===== config.mk =====
export PLATFORM = sky130hd
export DESIGN_NAME = mem_bus_scheduler
export DESIGN_NICKNAME = d
export VERILOG_FILES = /design/src/rtl/mem_bus_sched_pkg.sv /design/src/rtl/mem_bus_scheduler_rr_pick2.sv /design/src/rtl/mem_bus_scheduler.sv
export SDC_FILE = /design/constraint.sdc
export NUM_CORES = 1
export LEC_CHECK = 0
export CORE_AREA = 4 4 219 221
export CTS_CLUSTER_DIAMETER = 40
export DETAILED_ROUTE_END_ITERATION = 10
export DIE_AREA = 0 0 223 225
export PLACE_DENSITY_LB_ADDON = 0.05
export SYNTH_ARGS = -nofsm -noshare
export SYNTH_HDL_FRONTEND = slang
export SYNTH_SLANG_ARGS = --single-unit

===== constraint.sdc =====
create_clock -name clk -period 2.5 [get_ports clk]
set_input_delay 0.5 -clock clk [delete_from_list [all_inputs] [get_ports clk]]
set_output_delay 0.5 -clock clk [all_outputs]
set_load 0.005 [all_outputs]

===== src/rtl/mem_bus_sched_pkg.sv =====
// Shared types for the Sysbus master-port scheduler.
// FSM states, owner encoding and beat-counter sizing.
package mem_bus_sched_pkg;

  typedef enum logic [1:0] {
    IDLE,
    REQ,
    RESP
  } state_t;

  typedef enum logic {
    OWN_I,
    OWN_D
  } owner_t;

  // Room for 1 address beat plus a full line of write data.
  function automatic int cnt_width(input int beats);
    return $clog2(beats + 2);
  endfunction

  localparam int CNT_W_DEF = cnt_width(8);

endpackage


===== src/rtl/mem_bus_scheduler_rr_pick2.sv =====
// Two-way round-robin picker: on a tie the requester that did
// not own the bus last wins. Ports: req_i, req_d, last_owner -> valid, winner.
import mem_bus_sched_pkg::*;

module rr_pick2 (
  input  logic   req_i,
  input  logic   req_d,
  input  owner_t last_owner,
  output logic   valid,
  output owner_t winner
);

  always_comb begin
    valid  = req_i | req_d;
    winner = OWN_I;
    unique case (1'b1)
      (req_i & req_d):
        winner = (last_owner == OWN_I) ? OWN_D : OWN_I;
      (req_d & ~req_i):
        winner = OWN_D;
      default:
        winner = OWN_I;
    endcase
  end

endmodule


===== src/rtl/mem_bus_scheduler.sv =====
// Shares one Sysbus master port between ibus and dbus, one whole
// transaction at a time, round-robin. Ports: ibus_*, dbus_* (requesters),
// bus_* (master pins), perf_* counters (built with MEM_BUS_SCHED_PERF_EN).
import mem_bus_sched_pkg::*;

module mem_bus_scheduler #(
  parameter int BUS_DATA_WIDTH = 64,
  parameter int BUS_TAG_WIDTH  = 13,
  parameter int LINE_BEATS     = 8,
  parameter int WRITE_TAG_BIT  = 12
) (
  input  logic                      clk,
  input  logic                      reset,
  input  logic                      ibus_reqcyc,
  input  logic [BUS_DATA_WIDTH-1:0] ibus_req,
  input  logic [BUS_TAG_WIDTH-1:0]  ibus_reqtag,
  output logic                      ibus_reqack,
  output logic                      ibus_respcyc,
  output logic [BUS_DATA_WIDTH-1:0] ibus_resp,
  output logic [BUS_TAG_WIDTH-1:0]  ibus_resptag,
  input  logic                      ibus_respack,
  input  logic                      dbus_reqcyc,
  input  logic [BUS_DATA_WIDTH-1:0] dbus_req,
  input  logic [BUS_TAG_WIDTH-1:0]  dbus_reqtag,
  output logic                      dbus_reqack,
  output logic                      dbus_respcyc,
  output logic [BUS_DATA_WIDTH-1:0] dbus_resp,
  output logic [BUS_TAG_WIDTH-1:0]  dbus_resptag,
  input  logic                      dbus_respack,
  output logic                      bus_reqcyc,
  output logic [BUS_DATA_WIDTH-1:0] bus_req,
  output logic [BUS_TAG_WIDTH-1:0]  bus_reqtag,
  input  logic                      bus_reqack,
  input  logic                      bus_respcyc,
  input  logic [BUS_DATA_WIDTH-1:0] bus_resp,
  input  logic [BUS_TAG_WIDTH-1:0]  bus_resptag,
  output logic                      bus_respack,
  output logic [31:0]               perf_igrant,
  output logic [31:0]               perf_dgrant,
  output logic [31:0]               perf_wait
);

  localparam int CW = cnt_width(LINE_BEATS);
  localparam logic [CW-1:0] LAST_W = CW'(LINE_BEATS);
  localparam logic [CW-1:0] LAST_R = CW'(LINE_BEATS - 1);

  state_t         state;
  owner_t         owner;
  owner_t         last_owner;
  logic [CW-1:0]  cnt;
  logic           is_write;

  logic           pick_valid;
  owner_t         pick;

  logic           sel_d;
  logic           in_req;
  logic           in_resp;
  logic           own_reqcyc;
  logic           oth_reqcyc;
  logic           own_respack;
  logic           req_beat;
  logic           resp_beat;
  logic           pick_wr;

  rr_pick2 u_pick (
    .req_i      (ibus_reqcyc),
    .req_d      (dbus_reqcyc),
    .last_owner (last_owner),
    .valid      (pick_valid),
    .winner     (pick)
  );

  assign sel_d   = (owner == OWN_D);
  assign in_req  = (state == REQ);
  assign in_resp = (state == RESP);

  assign own_reqcyc  = sel_d ? dbus_reqcyc  : ibus_reqcyc;
  assign oth_reqcyc  = sel_d ? ibus_reqcyc  : dbus_reqcyc;
  assign own_respack = sel_d ? dbus_respack : ibus_respack;

  assign pick_wr = (pick == OWN_D)
                 ? dbus_reqtag[WRITE_TAG_BIT]
                 : ibus_reqtag[WRITE_TAG_BIT];

  // Request path: pass-through only while the owner holds REQ.
  assign bus_reqcyc = in_req & own_reqcyc;
  assign bus_req    = !in_req ? '0 :
                      sel_d ? dbus_req : ibus_req;
  assign bus_reqtag = !in_req ? '0 :
                      sel_d ? dbus_reqtag : ibus_reqtag;

  assign ibus_reqack = in_req & ~sel_d & bus_reqack;
  assign dbus_reqack = in_req &  sel_d & bus_reqack;

  // Response data fans out to both; only respcyc is steered.
  assign ibus_resp    = bus_resp;
  assign dbus_resp    = bus_resp;
  assign ibus_resptag = bus_resptag;
  assign dbus_resptag = bus_resptag;

  assign ibus_respcyc = in_resp & ~sel_d & bus_respcyc;
  assign dbus_respcyc = in_resp &  sel_d & bus_respcyc;

  // Outside RESP nobody owns a response, so drain strays.
  assign bus_respack = in_resp ? own_respack : bus_respcyc;

  assign req_beat  = bus_reqcyc & bus_reqack;
  assign resp_beat = in_resp & bus_respcyc & own_respack;

  always_ff @(posedge clk or negedge reset) begin
    if (!reset) begin
      state      <= IDLE;
      owner      <= OWN_D;
      last_owner <= OWN_I;
      cnt        <= '0;
      is_write   <= 1'b0;
    end else begin
      unique case (state)
        IDLE: begin
          if (pick_valid) begin
            owner    <= pick;
            is_write <= pick_wr;
            cnt      <= '0;
            state    <= REQ;
          end
        end
        REQ: begin
          if (req_beat) begin
            if (!is_write) begin
              cnt   <= '0;
              state <= RESP;
            end else if (cnt == LAST_W) begin
              cnt        <= '0;
              last_owner <= owner;
              state      <= IDLE;
            end else begin
              cnt <= cnt + CW'(1);
            end
          end
        end
        RESP: begin
          if (resp_beat) begin
            if (cnt == LAST_R) begin
              cnt        <= '0;
              last_owner <= owner;
              state      <= IDLE;
            end else begin
              cnt <= cnt + CW'(1);
            end
          end
        end
        default: state <= IDLE;
      endcase
    end
  end

`ifdef MEM_BUS_SCHED_PERF_EN
  logic grant_i;
  logic grant_d;
  logic wait_oth;
  logic stray;

  assign grant_i  = (state == IDLE) & pick_valid & (pick == OWN_I);
  assign grant_d  = (state == IDLE) & pick_valid & (pick == OWN_D);
  assign wait_oth = (state != IDLE) & oth_reqcyc;
  assign stray    = bus_respcyc & ~in_resp;

  always_ff @(posedge clk or negedge reset) begin
    if (!reset) begin
      perf_igrant <= '0;
      perf_dgrant <= '0;
      perf_wait   <= '0;
    end else begin
      perf_igrant <= perf_igrant + 32'(grant_i);
      perf_dgrant <= perf_dgrant + 32'(grant_d);
      perf_wait   <= perf_wait + 32'(wait_oth)
                   + 32'(stray);
    end
  end
`else
  logic unused_perf;
  assign unused_perf = oth_reqcyc;
  assign perf_igrant = '0;
  assign perf_dgrant = '0;
  assign perf_wait   = '0;
`endif

endmodule


# Word-level counts from Yosys, hierarchy flattened
# Index checks and enable logic that the tools add are counted.
[classes] addsub=1 n_eq_ne=11 n_mux=30 bitwise=17 n_reduce_logical=7
[op_table] op="64-bit 2-to-1 mux" count=2
[op_table] op="13-bit 2-to-1 mux" count=2
[op_table] op="4-bit 2-to-1 mux" count=6
[op_table] op="1-bit bitwise AND" count=14
[op_table] op="2-bit 2-to-1 mux" count=6
[op_table] op="4-bit case mux with 3 select lines" count=1
[op_table] op="1-bit 2-to-1 mux" count=10
[op_table] op="2-bit by 1-bit != test with 1-bit output (second input constant)" count=4
[op_table] op="2-bit case mux with 3 select lines" count=1
[op_table] op="6-bit AND reduction" count=1
[op_table] op="5-bit AND reduction" count=1
[op_table] op="4-bit by 1-bit adder with 4-bit output (second input constant)" count=1
[op_table] op="4-bit by 3-bit == test with 1-bit output (second input constant)" count=1
[op_table] op="4-bit == test (second input constant)" count=1
[op_table] op="2-bit != test (second input constant)" count=2
[op_table] op="1-bit case mux with 2 select lines" count=2
[op_table] op="4-bit AND reduction" count=1
[op_table] op="3-bit by 2-bit != test with 1-bit output (second input constant)" count=1
[op_table] op="3-bit nonzero test" count=1
[op_table] op="2-bit by 1-bit == test with 1-bit output (second input constant)" count=1
[op_table] op="2-bit == test (second input constant)" count=1
[op_table] op="2-bit logical NOT" count=1
[op_table] op="1-bit inverter" count=2
[op_table] op="2-bit AND reduction" count=1
[op_table] op="2 further kinds" count=2
[totals] ff_bits=9 inputBits=239 word_cells=71

# Logic depth before layout (Yosys ltp)
# Gate-level depths: netlist of run 1.
[logic_depth] ltp_word=5 depth_mapped=8 ltp_nobuf=7

# Hierarchy
# A second synthesis of run 1 with hierarchy kept.
[unflattened] hier_cells=508 hier_area_um2=3951.3
[by_module_without_submodules] mod="mem_bus_scheduler" instances=1 cells_each=506 area_per_inst_um2=3937.5 seq_area_each_um2=226.5
[by_module_without_submodules] mod="rr_pick2" instances=1 cells_each=2 area_per_inst_um2=13.8 seq_area_each_um2=0.0

# Least setup slack after synthesis of run 1
# Ideal clock, no wire load.
[synth_path] path_type="register to output" startpoint="register state[1]" endpoint="output port bus_req[55]" arrival_ps=1522 setup_slack_ps=478 path_stages_with_launch=8 path_buffers=3 path_cell_list="dfrtp_1 -> inv_1 -> ha_1 -> clkbuf_1 -> inv_2 -> clkbuf_1 -> buf_1 -> nor2_1"
[synth_via] elab_chain_len=2
[synth_rtl] element="start: declaration" line_no="mem_bus_scheduler.sv:47" rtl="state_t state;"
[synth_rtl] element="start signal: assignment" line_no="mem_bus_scheduler.sv:113" rtl="state <= IDLE;"
[synth_rtl] element="start signal: assignment" line_no="mem_bus_scheduler.sv:125" rtl="state <= REQ;"
[synth_rtl] element="start signal: assignment" line_no="mem_bus_scheduler.sv:132" rtl="state <= RESP;"
[synth_rtl] element="2-bit by 1-bit == test with 1-bit output" line_no="mem_bus_scheduler.sv:75" rtl="assign in_req = (state == REQ);"
[synth_rtl] element="64-bit 2-to-1 mux" line_no="mem_bus_scheduler.sv:88" rtl="assign bus_req = !in_req ? '0 :"
[synth_rtl] element="end: declaration" line_no="mem_bus_scheduler.sv:31" rtl="output logic [BUS_DATA_WIDTH-1:0] bus_req,"
# No other way between the ends.

# Final worst setup path of run 1
[layout_path] startpoint="register owner" endpoint="output port bus_req[26]"
[layout_via] elab_chain_len=2
[layout_rtl] element="start: declaration" line_no="mem_bus_scheduler.sv:48" rtl="owner_t owner;"
[layout_rtl] element="start signal: assignment" line_no="mem_bus_scheduler.sv:122" rtl="owner <= pick;"
[layout_rtl] element="64-bit 2-to-1 mux" line_no="mem_bus_scheduler.sv:89" rtl="sel_d ? dbus_req : ibus_req;"
[layout_rtl] element="64-bit 2-to-1 mux" line_no="mem_bus_scheduler.sv:88"
# No other way between the ends.

==> results of run 1 <==
[worst register-to-register path, cell delays in order (launching register included)]
cell	delay, ns
dfstp_4	0.64
buf_12	0.12
buf_6	0.14
nand2b_1	0.11
a21oi_1	0.12
a2111oi_4	0.58
o21ai_0	0.18
a22o_1	0.20
[worst max-delay path by stage]
stage	from	to	slack, ns	depth (start not counted)
2_1_floorplan	state[1]$_DFFE_PN0P_	bus_req[55]	0.48	7
3_3_place_gp	ibus_respack	bus_respack	0.09	4
5_1_grt	owner$_DFFE_PN1P_	bus_req[26]	-0.05	5
3_5_place_dp	ibus_respack	bus_respack	0.10	4
4_1_cts	owner$_DFFE_PN1P_	bus_req[42]	-0.05	5
6_report	owner$_DFFE_PN1P_	bus_req[26]	0.05	5
[stage by stage]
step	worst slack (ns)	cells	hold slack, ns	TNS [ns]	util
floorplan	0.4778	600	0.2044	0	-
finish	0.04719	1215	0.5752	0	0.1287
CTS	-0.04915	1211	0.5707	-0.1497	0.1248
detailed placement	0.1037	1203	0.5583	0	0.1217
global route	-0.04620	1215	0.5985	-0.1343	0.1287
global placement	0.08849	1203	0.5493	0	0.1217
[synthesized netlist by cell type (2+ instances only)]
cell / number / area (sq um)
buf_4: 251 / 1884
nor2_1: 83 / 311.6
mux2i_1: 81 / 810.8
clkbuf_1: 9 / 33.78
dfrtp_1: 8 / 200.2
nand2_1: 8 / 30.03
buf_2: 7 / 35.03
ha_1: 6 / 75.07
a21oi_1: 5 / 25.02
nand2b_1: 5 / 31.28
o21ai_0: 5 / 25.02
and3_1: 4 / 25.02
inv_1: 4 / 15.01
buf_1: 3 / 11.26
a2111oi_4: 2 / 55.05
nand3b_1: 2 / 15.01
[kinds of logic (layout without fill, tap and decap cells)]
family | Yosys count | count (layout)
buffers and inverters | 275 | 282
AND/OR/NAND/NOR | 110 | 110
multiplexers | 84 | 84
AO/OA/AOI/OAI | 20 | 20
flip-flops | 9 | 9
adder cells (fa/ha/maj) | 6 | 6
other | 1 | 97
[power groups by stage]
stage / combinational (mW) / clock [mW] / sequential (mW)
after global placement: 3.89 / 0 / 0.267
after detailed placement: 3.82 / 0 / 0.266
after floorplan: 1.96 / 0 / 0.228
final: 3.85 / 0.290 / 0.266
after CTS: 3.93 / 0.301 / 0.264
after global routing: 4.22 / 0.305 / 0.276
[layer usage]
layer	GRT usage	vias up
li1	-	1482
met1	0.05231	1429
met2	0.1430	271
met3	0.03634	22
met4	0.01332	0
met5	0	-
[cells in the final DEF, fill, tap and decap left out, types with 2 or more instances in the layout]
| cell | instances |
|---|---|
| buf_6 | 4 |
| and3_1 | 4 |
| mux2i_1 | 73 |
| buf_12 | 7 |
| inv_1 | 3 |
| o21ai_0 | 5 |
| dfrtp_1 | 8 |
| conb_1 | 96 |
| nor2_2 | 3 |
| nand2_1 | 8 |
| buf_4 | 18 |
| clkbuf_16 | 3 |
| a2111oi_4 | 2 |
| nand2b_1 | 5 |
| ha_1 | 5 |
| mux2i_2 | 4 |
| mux2i_4 | 4 |
| a21oi_1 | 5 |
| dlygate4sd2_1 | 4 |
| nor2_1 | 80 |
| nand3b_1 | 2 |
| clkdlybuf4s50_1 | 204 |
| dlymetal6s2s_1 | 36 |
[state kept, by name, summed over array words and instances (netlist names)]
register    flops
cnt             4
state           2
is_write        1
last_owner      1
owner           1
[area by class of cell]
type                       instances  area share
clock buffer                       4     0.01327
sequential                         9     0.03875
inverter                           5    0.003580
multi-input combinational        316      0.3368
timing repair buffer             273      0.4794
antenna                            1   0.0004212
tap                              607      0.1278
[timing repair]
item                       4_1_cts  5_1_grt
buffers inserted                 4        3
resized for setup               13       50
pin swaps                        0        0
setup endpoints to repair       51       64
==> results.cfg, run 1 <==
[run_status]
status = completed

[route]
detail-route-antenna-nets = 0
vias_per_cell = 2.637
wl_per_cell_um = 15.40
routed-via-count = 3204
drc = 0
dr.pass1.iters = 4
wl_met1_mm = 5.047
wirelength_mm = 18.72
top_layer = met4
wl_met2_mm = 11.12
wl_met3_mm = 2.287
drt_iter0_drc = 40

[place]
numPortBuffers = 244
placed_area_sq_um = 5619
dp_hpwl_mm = 16.84
gp_congestion = 0.8111

[layout]
fillers = 5331
fin_nets = 853
layout.area.seq_sq_um = 230.2
final_area_sq_um = 5941
multi_input_area_sq_um = 2001
layout-drive-gt1-share = 0.08896
area_delta_synth_final_pct = 57.64

[worst_setup_path]
critical_path_arrival_ns = 1.95
startpoint_type = flop
cp_max_fo = 10
r2r_start = owner$_DFFE_PN1P_
cp.buffers_inverters = 3
r2r_end = cnt[2]$_DFFE_PN0P_
critical_path_class = flop to primary output
cp.required_ns = 2.00
worstSetupEndpointType = primary output
max_stage_delay_ns = 0.64
critPathTopFamily = buffers and inverters
rrSetupSlack_ns = 0.31
reg2reg_depth = 7
cpMaxStageDelayCell = dfstp_4
path_cells = buf_12, buf_12, mux2i_1, nor2_1, clkdlybuf4s50_1
path_common_cell = buf_12

[flow_run]
cap_viol_max_count = 0

[synthesis]
syn_avg_cell_area_sq_um = 7.463
synth_cells = 505
syn-cell-area_sq_um = 3769
synth_top_family_by_area = buffers and inverters
ys_types = 38
yosys.area_share.simple = 0.1238
synth_compound_area_frac = 0.04382
ys_warn_count = 0
ys_seq_area_frac = 0.06009
synthArstFlopShare = 1.000
ys_seq_elements = 9
synthMuxAreaShare = 0.2251
synth-edff-count = 0
synthAdderAreaFrac = 0.01992
synth_xor_area_frac = 0
synth_ff_type = dfrtp_1

[sta]
worst_pin_slew_ns = 0.5423
final_hold_viol_count = 0
rsz0062_at_grt = yes
max_slew_margin = 0.6385
fmax_mhz = 407.7
setup_viol = 0
layout_min_cycle_time_ns = 2.453
fin_crit_sh = 0.9811
slew_viol_final = 0
fin_skew_ns = 0.003547

[global_routing]
grt_max_degree = 41
grt.total_usage = 0.06729
overflow = 0
antenna_found_initial = 1
grt_pass1_wl_mm = 25.32
grt_pass1_vias = 3591

[power]
seqPwrFrac = 0.060
p_leak_nw = 2.939
peakVddDrop_v = 0.0002239
power.switching_mw = 1.837
totalPowerFinal_mw = 4.411
power_density_nw_per_um2 = 742.5
internal_power_mw = 2.574
p_clk_frac = 0.066
p_sw_frac = 0.4165
combPwrFrac = 0.874

[die]
die_x_um = 223
die_h_um = 225
std_cell_rows = 79
dieArea_sq_um = 50180
io_pins = 572
placeableCoreArea_sq_um = 46160
start_util = 0.08164

[worst_hold_path]
min_path_type = flop to flop
hold_path_depth = 2
hold_start = cnt[3]$_DFFE_PN0P_
hold_path_end = cnt[3]$_DFFE_PN0P_

[clock_tree]
cts_hold_buf = 0
insertion_delay_ns = 0.24
clk_pin_slew_ns = 0.04
cts_buffers = 3
cts_root_buf = clkbuf_16
clock_path_buffers = 2
cts_tree = done
h-tree-depth = 1
clock-sinks = 9
Power figures use the tool's default switching activity.
==> run 2, diff against run 1 <==
--- a/config.mk
+++ b/config.mk
@@ -6,9 +6,9 @@
 export NUM_CORES = 1
 export LEC_CHECK = 0
 export CORE_AREA = 4 4 219 221
-export CTS_CLUSTER_DIAMETER = 40
 export DETAILED_ROUTE_END_ITERATION = 10
 export DIE_AREA = 0 0 223 225
+export HOLD_SLACK_MARGIN = 0.15
 export PLACE_DENSITY_LB_ADDON = 0.05
 export SYNTH_ARGS = -nofsm -noshare
 export SYNTH_HDL_FRONTEND = slang
==> results of run 2 <==
Same layout as run 1: the final DEF is identical, and so are final timing and power.
